$ cat src/rtl/riscv_core_fetch_pkg.sv
// Shared definitions for the fetch-side decoupling buffer: the NOP encoding
// presented to Decode when no instruction is valid, the default buffer depth,
// and the layout of one buffered fetch entry.
package riscv_core_fetch_pkg;

  // addi x0, x0, 0
  localparam logic [31:0] RISCV_NOP       = 32'h00000013;
  localparam int          FETCH_BUF_DEPTH = 2;

  // One buffered instruction together with the PC it was fetched from.
  typedef struct packed {
    logic [31:0] pc;
    logic [31:0] inst;
  } fetch_entry_t;

endpackage

$ cat src/rtl/riscv_core_fetch_fifo.sv
// Small synchronous FIFO used twice by the fetch buffer: once to remember
// the PC of every in-flight imem request, and once to hold instructions
// while Decode is stalled. DEPTH is a power of two, so pointers wrap
// naturally. clear empties the FIFO and takes priority over enq/deq.
// The caller guarantees no enq when full and no deq when empty.
module riscv_core_fetch_fifo #(
  parameter int WIDTH = 32,
  parameter int DEPTH = 2
) (
  input  logic                       clk,
  input  logic                       reset,
  input  logic                       i_enq,
  input  logic [WIDTH-1:0]           i_enq_data,
  input  logic                       i_deq,
  input  logic                       i_clear,
  output logic [WIDTH-1:0]           o_head,
  output logic [$clog2(DEPTH):0]     o_count
);

  localparam int AW = $clog2(DEPTH);
  localparam int CW = AW + 1;

  logic [WIDTH-1:0] r_mem [DEPTH];
  logic [AW-1:0]    r_wptr;
  logic [AW-1:0]    r_rptr;
  logic [CW-1:0]    r_count;

  // Pointer and occupancy bookkeeping; clear resets both pointers.
  always_ff @(posedge clk or posedge reset) begin
    if (reset) begin
      r_wptr  <= '0;
      r_rptr  <= '0;
      r_count <= '0;
    end else if (i_clear) begin
      r_wptr  <= '0;
      r_rptr  <= '0;
      r_count <= '0;
    end else begin
      if (i_enq) r_wptr <= r_wptr + AW'(1);
      if (i_deq) r_rptr <= r_rptr + AW'(1);
      r_count <= r_count + CW'(i_enq) - CW'(i_deq);
    end
  end

  // Storage array; contents need no reset because count gates their use.
  always_ff @(posedge clk) begin
    if (i_enq && !i_clear) r_mem[r_wptr] <= i_enq_data;
  end

  assign o_head  = r_mem[r_rptr];
  assign o_count = r_count;

endmodule

$ cat src/rtl/riscv_core_fetch_buffer.sv
// Fetch-side decoupling buffer between the imem port and Decode.
//
// Handshakes: a transfer on a val/rdy pair happens in exactly the cycle where
// both are high. imem responses have no ready and are always consumed.
// Decode consumes inst_Dhl in a cycle where inst_val_Dhl and inst_rdy_Dhl are
// both high.
//
// Credits: a request may issue only while buffered + in-flight < DEPTH, so
// every in-flight response is guaranteed a buffer slot if Decode stalls.
// On a squash every in-flight request becomes stale; drop counts how many
// responses must still be thrown away before real ones return.
module riscv_core_fetch_buffer
  import riscv_core_fetch_pkg::*;
#(
  parameter int DEPTH = FETCH_BUF_DEPTH
) (
  input  logic        clk,
  input  logic        reset,
  input  logic        fetch_val_Fhl,
  input  logic [31:0] fetch_addr_Fhl,
  output logic        fetch_rdy_Fhl,
  input  logic        squash_Fhl,
  output logic        imemreq_val,
  input  logic        imemreq_rdy,
  output logic [31:0] imemreq_msg_addr,
  input  logic        imemresp_val,
  input  logic [31:0] imemresp_msg_data,
  output logic        inst_val_Dhl,
  input  logic        inst_rdy_Dhl,
  output logic [31:0] inst_Dhl,
  output logic [31:0] pc_Dhl
);

  localparam int CW = $clog2(DEPTH) + 1;

  logic [CW-1:0] r_out;
  logic [CW-1:0] r_drop;

  logic [CW-1:0] w_occ;
  logic [CW-1:0] w_pcq_count;
  logic [CW:0]   w_credit_sum;
  logic [31:0]   w_resp_pc;
  logic          w_req_fire;
  logic          w_resp;
  logic          w_resp_drop;
  logic          w_resp_keep;
  logic          w_buf_empty;
  logic          w_flow;
  logic          w_enq;
  logic          w_deq;
  fetch_entry_t  w_enq_entry;
  fetch_entry_t  w_head;

  // ---------------------------------------------------------------- request
  assign w_credit_sum     = {1'b0, w_occ} + {1'b0, r_out};
  assign fetch_rdy_Fhl    = (w_credit_sum < (CW+1)'(DEPTH));
  assign imemreq_val      = fetch_val_Fhl & fetch_rdy_Fhl & ~reset;
  assign imemreq_msg_addr = fetch_addr_Fhl;
  assign w_req_fire       = imemreq_val & imemreq_rdy;

  // --------------------------------------------------------------- response
  // A response with nothing in flight has no PC to pair with and is ignored.
  assign w_resp      = imemresp_val & (w_pcq_count != '0);
  assign w_resp_drop = w_resp & ((r_drop != '0) | squash_Fhl);
  assign w_resp_keep = w_resp & ~w_resp_drop;
  assign w_buf_empty = (w_occ == '0);
  assign w_flow      = w_resp_keep & w_buf_empty & inst_rdy_Dhl;
  assign w_enq       = w_resp_keep & ~w_flow;
  assign w_deq       = ~w_buf_empty & inst_rdy_Dhl & ~squash_Fhl;

  assign w_enq_entry = '{pc: w_resp_pc, inst: imemresp_msg_data};

  // PC of every issued request, popped in order as responses return.
  riscv_core_fetch_fifo #(
    .WIDTH (32),
    .DEPTH (DEPTH)
  ) u_pc_fifo (
    .clk        (clk),
    .reset      (reset),
    .i_enq      (w_req_fire),
    .i_enq_data (fetch_addr_Fhl),
    .i_deq      (w_resp),
    .i_clear    (1'b0),
    .o_head     (w_resp_pc),
    .o_count    (w_pcq_count)
  );

  // Valid instructions waiting for Decode; flushed on a redirect.
  riscv_core_fetch_fifo #(
    .WIDTH ($bits(fetch_entry_t)),
    .DEPTH (DEPTH)
  ) u_inst_buf (
    .clk        (clk),
    .reset      (reset),
    .i_enq      (w_enq),
    .i_enq_data (w_enq_entry),
    .i_deq      (w_deq),
    .i_clear    (squash_Fhl),
    .o_head     (w_head),
    .o_count    (w_occ)
  );

  // In-flight and stale-in-flight counters.
  always_ff @(posedge clk or posedge reset) begin
    if (reset) begin
      r_out  <= '0;
      r_drop <= '0;
    end else begin
      r_out <= r_out + CW'(w_req_fire) - CW'(w_resp);
      if (squash_Fhl) begin
        // Everything already in flight is stale; a response this cycle is
        // discarded right now, and a redirect request firing now is live.
        r_drop <= r_out - CW'(w_resp);
      end else if (w_resp && (r_drop != '0)) begin
        r_drop <= r_drop - CW'(1);
      end
    end
  end

  // Decode-side mux: buffer head first, else the flow-through response.
  always_comb begin
    inst_val_Dhl = 1'b0;
    inst_Dhl     = RISCV_NOP;
    pc_Dhl       = 32'h0;
    if (!squash_Fhl) begin
      if (!w_buf_empty) begin
        inst_val_Dhl = 1'b1;
        inst_Dhl     = w_head.inst;
        pc_Dhl       = w_head.pc;
      end else if (w_flow) begin
        inst_val_Dhl = 1'b1;
        inst_Dhl     = imemresp_msg_data;
        pc_Dhl       = w_resp_pc;
      end
    end
  end

endmodule

$ cat config.mk
export PLATFORM = sky130hd
export DESIGN_NAME = riscv_core_fetch_buffer
export DESIGN_NICKNAME = d
export VERILOG_FILES = /design/src/rtl/riscv_core_fetch_pkg.sv /design/src/rtl/riscv_core_fetch_fifo.sv /design/src/rtl/riscv_core_fetch_buffer.sv
export SDC_FILE = /design/constraint.sdc
export NUM_CORES = 1
export LEC_CHECK = 0
export ABC_AREA = 1
export CORE_UTILIZATION = 30
export CTS_BUF_LIST = sky130_fd_sc_hd__clkbuf_2
export DETAILED_ROUTE_END_ITERATION = 10
export GPL_TIMING_DRIVEN = 0
export PLACE_DENSITY_LB_ADDON = 0.3
export SETUP_SLACK_MARGIN = 0.2
export SLEW_MARGIN = 20
export SYNTH_ARGS = -nofsm -noshare
export SYNTH_HDL_FRONTEND = slang
export SYNTH_SLANG_ARGS = --single-unit
$ cat constraint.sdc
create_clock -name clk -period 4 [get_ports clk]
set_clock_uncertainty 0.05 [all_clocks]
set_input_delay 0.4 -clock clk [delete_from_list [all_inputs] [get_ports clk]]
set_output_delay 0.4 -clock clk [all_outputs]
set_load 0.05 [all_outputs]
# After elaboration in Yosys (flattened, before gate mapping)
# Memories as Yosys holds them, arrays and structs flattened.
# Cells that the tools add are included.
# totals
reg_bits,12
mem_bits_rw,192
output_inout_bits,99
n_memories,2
# classes
addsub,13
magnitude_cmp,1
n_mux,20
n_bitwise,17
reduce_logical,9
# memory_table
name,depth,word_bits,read_ports,rd_clocked_by_memory_dff,write_ports,line_no,text
u_inst_buf.r_mem,2,64,1,0,1,riscv_core_fetch_fifo.sv:23,logic [WIDTH-1:0] r_mem [DEPTH];
u_pc_fifo.r_mem,2,32,1,0,1,riscv_core_fetch_fifo.sv:23,
# op_table
cell,n
2-to-1 mux 32 bit,6
bitwise AND 1 bit,11
2-to-1 mux 1 bit,11
nonzero test 2 bit,5
subtractor 2 x 1 -> 2 bit,4
adder 2 x 1 -> 2 bit,3
2-to-1 mux 2 bit,3
inverter 1 bit,5
"adder 1 bit, second input constant",4
adder 2 x 2 -> 3 bit,1
"< comparator 3 x 2 -> 1 bit, second input constant",1
logical AND 1 bit,2
logical NOT 2 bit,1
"subtractor 2 x 1 -> 2 bit, second input constant",1
logical NOT 1 bit,1
OR 1 bit,1

# Longest topological paths before layout
# logic_depth
ltp_word,12
depth_mapped,11
ltp_nobuf,11

# By module
# Synthesis repeated with hierarchy kept, for this count alone.
# unflattened
cells_unflattened,677
hier_area_um2,9386.5
# modules_own_cells
module,n_inst,cells_per_inst,area_each_um2
riscv_core_fetch_fifo (u_inst_buf),1,227,4988.5
riscv_core_fetch_fifo (u_pc_fifo),1,128,2673.8
riscv_core_fetch_buffer,1,322,1724.2

# Worst setup path after synthesis
# Ideal clock, no wire load.
# synth_path
path_type,register -> register
startpoint,"reg u_inst_buf.r_count[0], in the netlist u_inst_buf.o_count[0]"
endpoint,mem u_pc_fifo.r_mem[0][0] (enable)
setup_time_ns,0.421
arrival_ns,4.121
setup_slack_ns,-0.592
stages_incl_launch_ff,9
n_path_buf,0
synth_period_minus_slack_ns,4.592
cell_sequence,dfrtp_1 nand2_1 inv_1 fa_1 nor2_1 nand2_1 nor2_1 nand2_1 nor2_1
# synth_via
elab_chain_len,7
# synth_rtl
element,line_no,text
from (decl),riscv_core_fetch_fifo.sv:26,logic [CW-1:0] r_count;
from (signal assigned),riscv_core_fetch_fifo.sv:41,r_count <= r_count + CW'(i_enq) - CW'(i_deq);
adder 2 x 2 -> 3 bit,riscv_core_fetch_buffer.sv:55,"assign w_credit_sum = {1'b0, w_occ} + {1'b0, r_out};"
< comparator 3 x 2 -> 1 bit,riscv_core_fetch_buffer.sv:56,assign fetch_rdy_Fhl = (w_credit_sum < (CW+1)'(DEPTH));
net fetch_rdy_Fhl,riscv_core_fetch_buffer.sv:21,"output logic fetch_rdy_Fhl,"
bitwise AND 1 bit (2 in a row),riscv_core_fetch_buffer.sv:57,assign imemreq_val = fetch_val_Fhl & fetch_rdy_Fhl & ~reset;
net imemreq_val,riscv_core_fetch_buffer.sv:23,"output logic imemreq_val,"
bitwise AND 1 bit,riscv_core_fetch_buffer.sv:59,assign w_req_fire = imemreq_val & imemreq_rdy;
2-to-1 mux 1 bit,riscv_core_fetch_fifo.sv:47,if (i_enq && !i_clear) r_mem[r_wptr] <= i_enq_data;
2-to-1 mux 1 bit (not written as such),riscv_core_fetch_fifo.sv:47,
to (decl),riscv_core_fetch_fifo.sv:23,
# The timed path passes the listed nets, and every way through them passes these cells.

# Worst setup path after layout
# layout_path
startpoint,"reg u_inst_buf.r_count[1], in the netlist u_inst_buf.o_count[1]"
endpoint,out pc_Dhl[2]
# layout_via
elab_chain_len,6
# layout_rtl
element,line_no,text
logical NOT 2 bit (*),riscv_core_fetch_buffer.sv:66,assign w_buf_empty = (w_occ == '0);
bitwise AND 1 bit (2 in a row),riscv_core_fetch_buffer.sv:67,assign w_flow = w_resp_keep & w_buf_empty & inst_rdy_Dhl;
2-to-1 mux 32 bit,riscv_core_fetch_buffer.sv:130,end else if (w_flow) begin
2-to-1 mux 32 bit (*),riscv_core_fetch_buffer.sv:126,if (!w_buf_empty) begin
2-to-1 mux 32 bit (*),riscv_core_fetch_buffer.sv:125,if (!squash_Fhl) begin
to (decl),riscv_core_fetch_buffer.sv:31,output logic [31:0] pc_Dhl
# Mark *: on every way between the ends. The rest lies on a longest branch, timed or not.

==> metrics list <==
* Most area-consuming cells after synthesis: sky130_fd_sc_hd__edfxtp_1, sky130_fd_sc_hd__nor2_1, sky130_fd_sc_hd__nand2_1
- After clock tree synthesis, the clock-pin slew on the worst setup and hold paths is between 100 and 150 ps.
- Met2 track demand over resource in global routing: about a quarter
- The core region is 0.0288 mm².
- Total number of H-tree levels: 2
- By instance count, the leading cell after synthesis is sky130_fd_sc_hd__edfxtp_1.
- For this run, the slowest stage of the critical path takes roughly 540 ps.
- Io pins: 170
* Total non-filler cell area in the finished layout: about 0.012 mm²
- After detailed routing, the number of remaining DRC violations is 0.
- The total count of hold-check failures in the final report is 0.
- R2R setup slack: 1190 ps
* Largest area contributor in the netlist: sky130_fd_sc_hd__edfxtp_1
- Synthesis Warnings: 0
* Max Fanout on Critical Path: 10
* Sum of overflow across all layers after global routing: 0
- Dividing total power by cell area gives a power density of ~500 mW/mm².
- Class of the most critical setup path: reg -> out
* Layout Area Growth over Synthesis: 31.1%
- Per-cell via count in the routed design: ~4.5
- After global routing, the most crowded layer is met2.
- Highest clock rate: 279 MHz
* GR Util met3: 3.40%
* Clock root buffer: sky130_fd_sc_hd__clkbuf_2
- The pre-antenna-repair detailed-routing pass consisted of 5 iterations.
- TritonCTS Buffers: 54
- Number of buffers on the longest clock path: 3
- Number of flops mapped to enable cells by yosys: 192
- The initial antenna violation count came to 1.
- Status: completed
- Clock Latency Late Sink: roughly 840 ps
- Once the floorplan was initialized, standard cells occupied 30.6% of the core.
- Max capacitance violation total: 0
- Final estimated routing congestion in global placement: roughly 0.73
* Number of distinct standard cells referenced by the synthesized netlist: 24
- Setup violations remaining at the end of the flow were counted as 0.
* Area enclosed by the die boundary: about 0.03 mm²
- Counting flops with an async set or reset pin after synthesis yields a share of under 10%.
- Measured on the finished design, the core utilization comes to ~40%.
- In the final layout, the share of cells above drive strength 1 is between 15 and 20%.
- Overall Global Routing Usage: 15.1%
* Post-detailed-route count of antenna-violating nets: 0
- Transition at the pin with the smallest max-transition slack: a little over 1000 ps
- The first global-routing pass estimated approximately 35000 µm of wire.
- Synthesis inferred between 200 and 250 register bits.
- The worst hold path belongs to the class in -> reg.
* Total wire length: about 22000 µm
* IR drop worst, VDD: between 0.15 and 0.2 mV
* Post-synthesis average cell area: around 11 µm²
* CTS tree: done
- Routed length per placed instance: approximately 16 µm
* Final Max Slew Viols: 0
* Met1 layer usage reported by global route: roughly 20%
- Of the synthesized area, sequential elements account for 68.9%.
* Placed wire-length estimate: about 15000 µm
- Post-DP Area: ~0.011 mm²
* Clock Sink Count: approximately 200
- The cell count after synthesis came out at approximately 770.
* Leak: roughly 4.4 nW
- The share of synthesized area in the top cell type comes to ~65%.
- Via count: between 6000 and 7000
* Maximum number of pins on one net before global-route repair: 33
* Setup crit start kind: register
- Vert. Die Dim: 173 µm
* CP required: 3550 ps
- The floorplan step set the die width to 173 µm.
* Most common library cells after synthesis: sky130_fd_sc_hd__edfxtp_1, sky130_fd_sc_hd__nor2_1, sky130_fd_sc_hd__nand2_1
* Worst Setup End Kind: primary output
- IO Port Bufs: 168
- Net count, final: between 1000 and 1500
- Max stage delay cell, worst path: sky130_fd_sc_hd__clkdlybuf4s15_1
- Setup repair after global routing could not meet its margin everywhere.
* Primary FF master, synth: sky130_fd_sc_hd__edfxtp_1
- The cell area that synthesis handed to floorplanning was around 0.009 mm².
- Number of global-route vias before repair: 6476
- Site Rows: 62
* Period minus WS final: about 3600 ps
- Data arrives at the worst endpoint at ~3100 ps.
- The detailed router finished its first iteration with about 350 violations.
* Final worst-path cycle share: 89.5%
* Worst slew margin relative to its limit: 31.2%
- Net count after synthesis: approximately 850
- Sequence of cells on the critical path: nor2_4 -> nand2_1 -> inv_2 -> buf_2 -> nand3_1 -> a21oi_1 -> clkdlybuf4s15_1
through the flow:
| step | hold WS [ps] | setup slack [ps] | std cells | setup TNS (ps) | power, mW |
|---|---|---|---|---|---|
| after CTS | 0.865 | 200 | 1433 | 0 | 5.86 |
| final | 125 | 422 | 1436 | 0 | 5.76 |
| after global placement | 463 | -749 | 1326 | -94370 | 4.37 |
| after floorplan | 215 | 436 | 774 | 0 | 3.79 |
| after detailed placement | 473 | 735 | 1331 | 0 | 4.42 |
| after global routing | 21.4 | 133 | 1436 | 0 | 6.14 |
worst paths after layout:
path	from	to	depth (start not counted)
max	u_inst_buf.o_count[1]$_DFF_PP0_	pc_Dhl[2]	7
min reg2reg	u_pc_fifo.o_count[0]$_DFF_PP0_	u_pc_fifo.o_count[0]$_DFF_PP0_	1
min in group asynchronous	reset	u_pc_fifo.r_rptr$_DFFE_PP0P_	3
max reg2reg	u_inst_buf.o_count[0]$_DFF_PP0_	u_pc_fifo.r_mem[1][26]$_DFFE_PP_	8
min	fetch_addr_Fhl[15]	u_pc_fifo.r_mem[1][15]$_DFFE_PP_	1
max in group asynchronous	reset	u_pc_fifo.o_count[0]$_DFF_PP0_	3
placed cells by master (no fill, tap or decap), types with 15 or more instances in the layout:
| cell type | n |
|---|---|
| sky130_fd_sc_hd__clkbuf_2 | 94 |
| sky130_fd_sc_hd__a21oi_1 | 69 |
| sky130_fd_sc_hd__nor2_1 | 127 |
| sky130_fd_sc_hd__buf_4 | 32 |
| sky130_fd_sc_hd__edfxtp_1 | 192 |
| sky130_fd_sc_hd__clkinv_1 | 15 |
| sky130_fd_sc_hd__nand3_1 | 65 |
| sky130_fd_sc_hd__clkdlybuf4s50_1 | 108 |
| sky130_fd_sc_hd__inv_1 | 16 |
| sky130_fd_sc_hd__nand2_1 | 117 |
| sky130_fd_sc_hd__o21ai_0 | 66 |
| sky130_fd_sc_hd__buf_2 | 21 |
| sky130_fd_sc_hd__dlygate4sd2_1 | 38 |
worst max-delay path, delay by kind of cell, from the launching register on:
family / cells / cell delay, ps
AO/OA/AOI/OAI: 1 / 220
flip-flops: 1 / 460
AND/OR/NAND/NOR: 3 / 630
buffers and inverters: 3 / 1050
flip-flops by register name (all words and copies together), names as in the netlist:
register	count
u_inst_buf.r_mem	128
u_pc_fifo.r_mem	64
r_drop	2
r_out	2
u_inst_buf.o_count	2
u_pc_fifo.o_count	2
u_inst_buf.r_rptr	1
u_inst_buf.r_wptr	1
u_pc_fifo.r_rptr	1
u_pc_fifo.r_wptr	1
cells by family after synthesis:
family	Yosys count	share of synthesized area, %
simple gates	319	14.9
xor+xnor	8	0.796
buf+inv	99	6.45
flops	204	68.9
fa+ha+maj	8	1.22
compound gates	136	7.77
area by class of cell:
type / instances / area, µm²
Antenna cell: 2 / 5.00
Buffer: 80 / 492
Clock buffer: 77 / 385
Clock inverter: 22 / 124
Fill cell: 2792 / 17200
Inverter: 19 / 76.3
Multi-Input combinational cell: 471 / 2200
Sequential cell: 204 / 6070
Tap cell: 384 / 480
Timing Repair Buffer: 177 / 1710
repair_timing:
item / CTS / global route
hold buffers: 3 / 0
resized for setup: 60 / 39
hold endpoints to repair: 17 / 0
setup endpoints to repair: 60 / 22
setup buffers: 0 / 0
report_power, final:
group          internal, mW  leakage, nW  total (mW)  switching, mW
Sequential             2.57         1.88        2.62         0.0572
Combinational         0.504         2.16        1.68           1.17
Clock                 0.596        0.382        1.45          0.857
Total                  3.67         4.42        5.76           2.09
layer usage:
metal  wire length (µm)  part of all wire, %
met2              10900                   49
met1               9930                   44
met5                  0                    0
met3               1240                  5.5
met4                372                  1.7
Note: power is estimated with default switching activity, not from simulation.
